===== src/rtl/led_scan_ctrl_pkg.sv =====
`default_nettype none
// ============================================================================
// Module   : led_scan_pkg
// Brief    : Shared types and constants for the 8-digit LED scan controller.
// Revision : 1.0 - initial release
// ============================================================================
package led_scan_pkg;

   // Scan FSM states
   typedef enum logic [1:0] {
      ST_IDLE  = 2'd0,
      ST_BLANK = 2'd1,
      ST_SHOW  = 2'd2
   } state_e;

   // All segments off (active-low bus)
   localparam logic [6:0] SEG_BLANK = 7'h7F;

   // Decoder enables packed as {E3,E2,E1}
   localparam logic [2:0] ENA_ON  = 3'b100;
   localparam logic [2:0] ENA_OFF = 3'b011;

endpackage
`default_nettype wire


===== src/rtl/led_scan_ctrl_if.sv =====
`default_nettype none
// ============================================================================
// Module   : led_scan_ctrl_if
// Brief    : Host load/enable bus plus decoder/segment outputs of the scan
//            controller. master = host side, slave = controller side.
// Revision : 1.0 - initial release
// ============================================================================
interface led_scan_ctrl_if;
   logic        en;
   logic        load;
   logic [31:0] din;
   logic [7:0]  dp_in;
   logic [2:0]  A;
   logic        E3;
   logic        E2;
   logic        E1;
   logic [6:0]  seg;
   logic        dp;
   logic        frame_start;
   logic        pending;

   modport master (
      output en, load, din, dp_in,
      input  A, E3, E2, E1, seg, dp, frame_start, pending
   );

   modport slave (
      input  en, load, din, dp_in,
      output A, E3, E2, E1, seg, dp, frame_start, pending
   );
endinterface
`default_nettype wire


===== src/rtl/led_scan_ctrl_hex_to_seg7.sv =====
`default_nettype none
// ============================================================================
// Module   : hex_to_seg7
// Brief    : 4-bit hex value to active-low {g,f,e,d,c,b,a} segment pattern.
// Revision : 1.0 - initial release
// ============================================================================
module hex_to_seg7
   import led_scan_pkg::*;
(
   input  logic [3:0] nibble,
   output logic [6:0] seg7
);

   // Full 0-F glyph table, active-low
   always_comb begin
      seg7 = SEG_BLANK;
      case (nibble)
         4'h0: seg7 = 7'h40;
         4'h1: seg7 = 7'h79;
         4'h2: seg7 = 7'h24;
         4'h3: seg7 = 7'h30;
         4'h4: seg7 = 7'h19;
         4'h5: seg7 = 7'h12;
         4'h6: seg7 = 7'h02;
         4'h7: seg7 = 7'h78;
         4'h8: seg7 = 7'h00;
         4'h9: seg7 = 7'h10;
         4'hA: seg7 = 7'h08;
         4'hB: seg7 = 7'h03;
         4'hC: seg7 = 7'h46;
         4'hD: seg7 = 7'h21;
         4'hE: seg7 = 7'h06;
         4'hF: seg7 = 7'h0E;
         default: seg7 = SEG_BLANK;
      endcase
   end

endmodule
`default_nettype wire


===== src/rtl/led_scan_ctrl.sv =====
`default_nettype none
// ============================================================================
// Module   : led_scan_ctrl
// Brief    : 8-digit time-multiplexed seven-segment scan controller driving a
//            3-to-8 active-low decoder. Double-buffered display data is
//            committed only at frame wrap; each slot starts with a blanking
//            window to suppress ghosting.
// Revision : 1.0 - initial release
// ============================================================================
module led_scan_ctrl
   import led_scan_pkg::*;
#(
   parameter int DIV   = 50000,
   parameter int BLANK = 2
) (
   input  logic              clk,
   input  logic              rst_n,
   led_scan_ctrl_if.slave    bus
);

   localparam int            CW        = $clog2(DIV);
   localparam logic [CW-1:0] CNT_LAST  = CW'(DIV - 1);
   localparam logic [CW-1:0] CNT_BLANK = CW'(BLANK);

   state_e        state_q, state_d;
   logic [CW-1:0] cnt_q, cnt_d;
   logic [2:0]    a_q, a_d;
   logic [39:0]   shadow_q, shadow_d;   // {dp[7:0], digits[31:0]}
   logic [39:0]   active_q, active_d;
   logic          pending_q, pending_d;
   logic [2:0]    ena_q, ena_d;
   logic [6:0]    seg_q, seg_d;
   logic          dp_q, dp_d;
   logic          fs_q, fs_d;

   logic          wrap;
   logic [3:0]    digit_nib;
   logic [7:0]    dp_vec;
   logic [6:0]    glyph;

   // Sequencing: slot counter, digit index and state, with en=0 forcing IDLE
   always_comb begin
      state_d = state_q;
      cnt_d   = cnt_q;
      a_d     = a_q;
      wrap    = 1'b0;
      case (state_q)
         ST_IDLE: begin
            if (bus.en) begin
               state_d = ST_BLANK;
               cnt_d   = '0;
               a_d     = 3'd0;
               wrap    = 1'b1;   // starting a scan is a frame boundary
            end
         end
         ST_BLANK, ST_SHOW: begin
            if (cnt_q == CNT_LAST) begin
               cnt_d   = '0;
               a_d     = a_q + 3'd1;
               state_d = ST_BLANK;
               wrap    = (a_q == 3'd7);
            end else begin
               cnt_d = cnt_q + CW'(1);
               if (cnt_d == CNT_BLANK) begin
                  state_d = ST_SHOW;
               end
            end
         end
         default: begin
            state_d = ST_IDLE;
            cnt_d   = '0;
            a_d     = 3'd0;
         end
      endcase
      if (!bus.en) begin
         state_d = ST_IDLE;
         cnt_d   = '0;
         a_d     = 3'd0;
         wrap    = 1'b0;
      end
   end

   // Double buffer: commit shadow at wrap; a load coinciding with wrap goes straight to active
   always_comb begin
      shadow_d  = shadow_q;
      active_d  = active_q;
      pending_d = pending_q;
      if (wrap) begin
         if (bus.load) begin
            shadow_d  = {bus.dp_in, bus.din};
            active_d  = {bus.dp_in, bus.din};
            pending_d = 1'b0;
         end else if (pending_q) begin
            active_d  = shadow_q;
            pending_d = 1'b0;
         end
      end else if (bus.load) begin
         shadow_d  = {bus.dp_in, bus.din};
         pending_d = 1'b1;
      end
   end

   // Single glyph encoder on the digit mux, addressed by the next digit index
   always_comb begin
      digit_nib = active_d[{a_d, 2'b00} +: 4];
      dp_vec    = active_d[39:32];
   end

   hex_to_seg7 u_hex_to_seg7 (
      .nibble (digit_nib),
      .seg7   (glyph)
   );

   // Output values derived from the next state so address and data move together
   always_comb begin
      ena_d = ENA_OFF;
      seg_d = SEG_BLANK;
      dp_d  = 1'b1;
      fs_d  = wrap;
      if (state_d == ST_SHOW) begin
         ena_d = ENA_ON;
         seg_d = glyph;
         dp_d  = ~dp_vec[a_d];
      end
   end

   // State and output registers with synchronous active-low reset
   always_ff @(posedge clk) begin
      if (!rst_n) begin
         state_q   <= ST_IDLE;
         cnt_q     <= '0;
         a_q       <= 3'd0;
         shadow_q  <= '0;
         active_q  <= '0;
         pending_q <= 1'b0;
         ena_q     <= ENA_OFF;
         seg_q     <= SEG_BLANK;
         dp_q      <= 1'b1;
         fs_q      <= 1'b0;
      end else begin
         state_q   <= state_d;
         cnt_q     <= cnt_d;
         a_q       <= a_d;
         shadow_q  <= shadow_d;
         active_q  <= active_d;
         pending_q <= pending_d;
         ena_q     <= ena_d;
         seg_q     <= seg_d;
         dp_q      <= dp_d;
         fs_q      <= fs_d;
      end
   end

   assign bus.A           = a_q;
   assign bus.E3          = ena_q[2];
   assign bus.E2          = ena_q[1];
   assign bus.E1          = ena_q[0];
   assign bus.seg         = seg_q;
   assign bus.dp          = dp_q;
   assign bus.frame_start = fs_q;
   assign bus.pending     = pending_q;

endmodule
`default_nettype wire


===== src/flat_wrapper.sv =====
// flat-port wrapper written by rule: the top's interface ports become plain ports
module led_scan_ctrl_flat import led_scan_pkg::*;
#(
   parameter int DIV   = 50000,
   parameter int BLANK = 2
)
  (clk, rst_n, bus_en, bus_load, bus_din, bus_dp_in, bus_A, bus_E3, bus_E2, bus_E1, bus_seg, bus_dp, bus_frame_start, bus_pending);
  led_scan_ctrl_if bus_i ();
  input  logic clk;
  input  logic rst_n;
  input wire logic [$bits(bus_i.en)-1:0] bus_en;
  input wire logic [$bits(bus_i.load)-1:0] bus_load;
  input wire logic [$bits(bus_i.din)-1:0] bus_din;
  input wire logic [$bits(bus_i.dp_in)-1:0] bus_dp_in;
  output wire logic [$bits(bus_i.A)-1:0] bus_A;
  output wire logic [$bits(bus_i.E3)-1:0] bus_E3;
  output wire logic [$bits(bus_i.E2)-1:0] bus_E2;
  output wire logic [$bits(bus_i.E1)-1:0] bus_E1;
  output wire logic [$bits(bus_i.seg)-1:0] bus_seg;
  output wire logic [$bits(bus_i.dp)-1:0] bus_dp;
  output wire logic [$bits(bus_i.frame_start)-1:0] bus_frame_start;
  output wire logic [$bits(bus_i.pending)-1:0] bus_pending;
  assign bus_i.en = bus_en;
  assign bus_i.load = bus_load;
  assign bus_i.din = bus_din;
  assign bus_i.dp_in = bus_dp_in;
  assign bus_A = bus_i.A;
  assign bus_E3 = bus_i.E3;
  assign bus_E2 = bus_i.E2;
  assign bus_E1 = bus_i.E1;
  assign bus_seg = bus_i.seg;
  assign bus_dp = bus_i.dp;
  assign bus_frame_start = bus_i.frame_start;
  assign bus_pending = bus_i.pending;
  led_scan_ctrl #(.DIV(DIV), .BLANK(BLANK)) u_core (.clk(clk), .rst_n(rst_n), .bus(bus_i));
endmodule

===== config.mk =====
export PLATFORM = sky130hd
export DESIGN_NAME = led_scan_ctrl_flat
export DESIGN_NICKNAME = d
export VERILOG_FILES = /design/src/rtl/led_scan_ctrl_pkg.sv /design/src/rtl/led_scan_ctrl_if.sv /design/src/rtl/led_scan_ctrl_hex_to_seg7.sv /design/src/rtl/led_scan_ctrl.sv /design/src/flat_wrapper.sv
export SDC_FILE = /design/constraint.sdc
export NUM_CORES = 1
export LEC_CHECK = 0
export BUFFER_PORTS_ARGS = -buffer_cell sky130_fd_sc_hd__buf_2
export CORE_UTILIZATION = 35
export DETAILED_ROUTE_END_ITERATION = 16
export GPL_TIMING_DRIVEN = 0
export PLACE_DENSITY_LB_ADDON = 0.05
export SYNTH_ARGS = -nofsm -noshare
export SYNTH_HDL_FRONTEND = slang
export SYNTH_SLANG_ARGS = --single-unit

===== constraint.sdc =====
create_clock -name clk -period 7.5 [get_ports clk]
set_input_delay 1.5 -clock clk [delete_from_list [all_inputs] [get_ports clk]]
set_output_delay 1.5 -clock clk [all_outputs]
set_load 0.05 [all_outputs]

After elaboration in Yosys (flattened, before gate mapping)
Memories as Yosys holds them, arrays and structs flattened. A register that Yosys moved wholly into a read port is not among the register bits.
Index checks and enable logic that the tools add are counted.

operators by class
  equality and inequality tests = 6
  order comparisons = 1
  mux-type cells = 16
  add/sub/neg operators = 2
  reduce and logical (&&, ||, !) cells = 6
  shift-type cells = 1
  bitwise logic cells = 4

operators with widths
  operator                                                                       count
  40-bit two-way mux                                                             3
  40-bit by 6-bit indexed part select with 4-bit output                          1
  16-bit by 1-bit adder with 16-bit output (second input constant)               1
  16-bit equality test (second input constant)                                   1
  16-bit by 2-bit equality test with 1-bit output (second input constant)        1
  3-bit two-way mux                                                              4
  2-bit two-way mux                                                              3
  2-bit equality test (second input constant)                                    2
  3-bit by 4-bit less-than comparator with 1-bit output (second input constant)  1
  1-bit inverter                                                                 4
  2-bit case mux with 2 select lines                                             1
  2-bit OR reduction                                                             2
  4-bit OR reduction                                                             1
  3-bit by 1-bit adder with 3-bit output (second input constant)                 1
  1-bit binary-select mux with 3-bit select                                      1
  3-bit equality test (second input constant)                                    1
  1-bit two-way mux                                                              3
  2-bit by 1-bit equality test with 1-bit output (second input constant)         1
  2-bit logical NOT                                                              1
  1-bit case mux with 2 select lines                                             1
  2-bit AND reduction                                                            1
  1-bit logical NOT                                                              1

word-level totals
  memories kept = 1
  memory bits (read-only) = 112
  input bits = 44
  register bits = 107
  output and inout port bits = 16

memory list
  memory            depth  bits a word  rd ports  clocked after memory_dff  wr ports  line                             RTL
  (name not given)  16     7            1         1                         0         led_scan_ctrl_hex_to_seg7.sv:17  case (nibble)

Logic depth before layout (Yosys ltp)
  depth in word-level cells = 9
  gate-level depth with buffers = 17
  mapped depth without buffers = 15

Modules after synthesis
From an unflattened synthesis, not the netlist that was laid out.

second synthesis, totals
  cells, all modules = 627
  area, all modules = 5,664.2 um^2

by module, submodules not included
  module         area each (um^2)  cells each  times used  sequential area each (um^2)
  led_scan_ctrl  5,388.9           595         1           2,262.2
  hex_to_seg7    275.3             32          1           0.0

Least setup slack after synthesis
No wires, ideal clock.

  path type = input-to-reg
  from = in bus_en
  to = reg u_core.seg_q[3], in the netlist u_core.bus.seg[3]
  required time = 7,383 ps
  arrival time = 3,816 ps
  path buffers = 2
  setup slack = 3,567 ps
  stages on the path = 13
  path through = nand2_1 -> nor3b_2 -> a21oi_2 -> clkbuf_1 -> clkbuf_1 -> a211oi_1 -> a22oi_1 -> nand4_1 -> inv_1 -> ha_1 -> mux2_2 -> mux2i_1 -> nand2_1

between the ends
  cells in the longest elaborated chain, start to end = 4
  elaborated cells on any way between the ends = 8

RTL lines
  element                                                     line                 RTL
  start: declaration                                          flat_wrapper.sv:11   input wire logic [$bits(bus_i.en)-1:0] bus_en;
  branches (longest 4 deep; another with 40-bit two-way mux)  --
  end: declaration                                            led_scan_ctrl.sv:32  logic [6:0] seg_q, seg_d;

Parallel ways; which one is timed is not known.
A chain may end at the register's enable or synchronous reset.

Worst setup path after layout
Same ends and word-level chain as after synthesis.

==> flow_metrics.env <==
export IMPL_outcome="complete, but fails checks"
export IMPL_violations="design-rule violations"
export IMPL_cp_num_cells=14
export IMPL_routed_wirelength_um=19700
export IMPL_postLayoutSetupSlackWorst_ps=2690
export IMPL_coreArea_um2=17200
export IMPL_detail_route_vias_per_cell=5.49
export IMPL_final_antenna_net_count=0
export IMPL_syn_inst=719
export IMPL_r2r_end="u_core.bus.seg[3]$_SDFF_PN1_"
export IMPL_rows=48
export IMPL_layout_common_cells="dfxtp_1, nor2_1, buf_2"
export IMPL_yosysSeqAreaShare_pct=36.9
export IMPL_initial_core_util_pct=35.7
export IMPL_die_width_um=134
export IMPL_final_period_utilization_pct=64.1
export IMPL_reg2regPathDepth=14
export IMPL_synth_area_um2=6130
export IMPL_cts_buffers=17
export IMPL_peakVddDrop_v=0.000148
export IMPL_hp_class="flop to flop"
export IMPL_dp_slack_ps=2300
export IMPL_drt_iter0_drc=284
export IMPL_die_h_um=134
export IMPL_numClockSinks=113
export IMPL_clockRootBuffer="clkbuf_16"
export IMPL_pin_count=60
export IMPL_final_common_cell="dfxtp_1"
export IMPL_synth_top_cell_area_share_pct=36.9
export IMPL_leakagePower_nw=2.77
export IMPL_worstSetupStartpointType="primary input"
export IMPL_p_sw_share_pct=26.0
export IMPL_postCtsSetupBuffers=0
export IMPL_crit_family="compound AO/OA/AOI/OAI gates"
export IMPL_min_to="u_core.shadow_q[23]$_SDFFE_PN0P_"
export IMPL_synth_nets=773
export IMPL_synth_area_leaders="dfxtp_1, mux2i_1, nor2_1"
export IMPL_dieArea_um2=18000
export IMPL_synth_top_cell_by_area="dfxtp_1"
export IMPL_ys_ff_latch=113
export IMPL_insertion_delay_ps=410
export IMPL_ys_types=69
export IMPL_r2r_slack_ps=3000
export IMPL_vias=5665
export IMPL_top_layer_used="met4"
export IMPL_num_antenna_cells=0
export IMPL_h_tree_depth=4
export IMPL_fin_skew_ps=7.39
export IMPL_worstPathMaxFanout=10
export IMPL_startpoint="bus_en"
export IMPL_power_switching_uw=423
export IMPL_internal_power_mw=1.20
export IMPL_synth_warnings=0
export IMPL_nFillCells=1792
export IMPL_drt_first_pass_iters=11
export IMPL_wl_per_cell_um=19.1
export IMPL_crit_slowest_cell="a211oi_1"
export IMPL_wl_met1_um=9130
export IMPL_max_stage_delay_ps=560
export IMPL_place_hpwl_um=14300
export IMPL_post_cts_resized=0
export IMPL_r2r_start="u_core.bus.pending$_SDFFE_PP0P_"
export IMPL_grt_pass1_wl_um=31400
export IMPL_route_met3_wl_um=882
export IMPL_drv_slew=0
export IMPL_synthArstFlopShare_pct=0
export IMPL_final_hold_viol_count=0
export IMPL_p_per_area_nw_per_um2=224
export IMPL_drive_gt1_share_pct=17.2
export IMPL_synth_edf_count=0
export IMPL_grt_max_degree=17
export IMPL_path_buf_inv=4
export IMPL_maxCapViolCount=0
export IMPL_max_freq_ghz=0.208
export IMPL_grt_antenna_before_repair=0
export IMPL_p_seq_share_pct=39.7
export IMPL_setup_viol=0
export IMPL_relSlewSlack_pct=39.5
export IMPL_holdCritStartpoint="u_core.shadow_q[23]$_SDFFE_PN0P_"
export IMPL_crit_chain="buf_2 > nand2_1 > nor3b_2 > a21oi_2 > clkbuf_1 > clkbuf_1 > a211oi_1 > a22oi_1 > nand4_1 > inv_1 > ha_1 > mux2_2 > mux2i_1 > nand2_1"
export IMPL_p_comb_share_pct=13.0
export IMPL_drc_errors=1
export IMPL_cp_required_ps=7790
export IMPL_setup_total_negative_slack_ps=0
export IMPL_critPathArrivalTime_ps=5100
export IMPL_min_period_ps=4810
export IMPL_track_usage_pct=23.0
export IMPL_synth_ff_type="dfxtp_1"
export IMPL_ctsHoldBuffers=0
export IMPL_clkPwrFrac_pct=47.3
export IMPL_avgSynthCellArea_um2=8.52
export IMPL_clockBufferDepth=2
export IMPL_clkTransAtPathRegs_ps=50
export IMPL_io_buffers=58
export IMPL_gp_congestion=0.833
export IMPL_grt_overflow_total=0
export IMPL_rsz0062_at_grt="no"
export IMPL_area_growth_pct=18.5
export IMPL_cts_tree="built"
export IMPL_grt_pass1_vias=5621
export IMPL_path_class="primary input to flop"
export IMPL_cp_end_kind="flop"
export IMPL_worst_pin_slew_ps=908
export IMPL_final_nets=850
export IMPL_min_path_cells=2
export IMPL_met2_length_um=9240
## power by group through the flow
| stage | Sequential, mW | Clock, mW | Combinational, mW |
|---|---|---|---|
| after floorplan | 0.656 | 0 | 0.141 |
| after global placement | 0.657 | 0 | 0.208 |
| after detailed placement | 0.658 | 0 | 0.211 |
| after CTS | 0.645 | 0.785 | 0.212 |
| after global routing | 0.648 | 0.816 | 0.232 |
| final | 0.646 | 0.770 | 0.211 |
## logic make-up after synthesis
| kind of cell | Yosys count | share of synthesized area [%] |
|---|---|---|
| and+or+nand+nor | 281 | 22.8 |
| xor gates and xnor gates | 17 | 2.43 |
| adders and majority gates | 10 | 2.04 |
| DFF | 113 | 36.9 |
| AOI/OAI and AO/OA | 171 | 20.9 |
| buffers and inverters | 72 | 5.70 |
| muxes | 55 | 9.19 |
## metrics by stage
stage                     cell area, µm²  total power [mW]  hold WS, ps  cells  utilization (%)
after floorplan                     6130             0.797          445    719                -
after global placement              6700             0.865          456   1002             39.0
after detailed placement            6700             0.869          460   1002             39.0
after CTS                           7260              1.64          469   1032             42.3
after global routing                7260              1.70          499   1032             42.3
final                               7260              1.63          470   1032             42.3
## synthesized netlist by cell type, types with 3 or more instances
cell and count:
dfxtp_1 113, nor2_1 98, nand2_1 64, mux2i_1 45, a21oi_1 31, clkbuf_1 30, nor3_1 22, o22ai_1 21
o221ai_1 20, and2_1 19, nand3_1 17, a211oi_1 15, o211ai_1 13, and3_1 12, o2bb2ai_1 12, inv_1 11
a31oi_1 10, ha_1 10, mux2_2 10, xnor2_1 10, a22oi_1 9, buf_1 9, buf_2 9, buf_6 7
nand2b_1 7, or3_1 7, xor2_1 7, nand4_1 6, o21ai_0 6, a21o_1 5, buf_4 4, o22a_1 4
and4_1 3, nand4bb_1 3, nor4_1 3, o221ai_2 3
## worst register-to-register path, delay by kind of cell, from the launching register on
kind	cells	cell delay (ps)
AO/OA/AOI/OAI	4	980
adder cells (fa/ha/maj)	1	250
buffers and inverters	4	1470
flip-flops	1	320
multiplexers	2	400
AND/OR/NAND/NOR	3	960
## registers in the layout, indices dropped and copies added (netlist names), 2 cells and up
| name | flops |
|---|---|
| u_core.state_q | 2 |
| u_core.active_q | 40 |
| u_core.bus.seg | 7 |
| u_core.cnt_q | 16 |
| u_core.shadow_q | 40 |
| u_core.bus.A | 3 |
| u_core.ena_q | 2 |
## worst max-delay path by stage
stage	endpoint
after floorplan	u_core.bus.seg[3]$_SDFF_PN1_
after global placement	u_core.bus.seg[3]$_SDFF_PN1_
after detailed placement	u_core.bus.seg[3]$_SDFF_PN1_
after CTS	u_core.bus.seg[3]$_SDFF_PN1_
after global routing	u_core.bus.seg[3]$_SDFF_PN1_
final	u_core.bus.seg[3]$_SDFF_PN1_
## routing by layer
layer | up-vias | GRT usage [%]
li1 | 2798 | -
met1 | 2704 | 29.6
met2 | 139 | 37.1
met3 | 24 | 5.71
met4 | 0 | 8.43
met5 | - | 0
## layout make-up
cell class	count	area, µm²	share of cell area, %
Buffer	59	300	4.14
Tap cell	225	282	3.88
Inverter	13	48.8	0.672
Clock buffer	24	502	6.91
Clock inverter	6	55.1	0.758
Multi-Input combinational cell	534	3520	48.5
Timing Repair Buffer	58	290	4.00
Sequential cell	113	2260	31.2
Note: power is estimated with default switching activity, not from simulation.
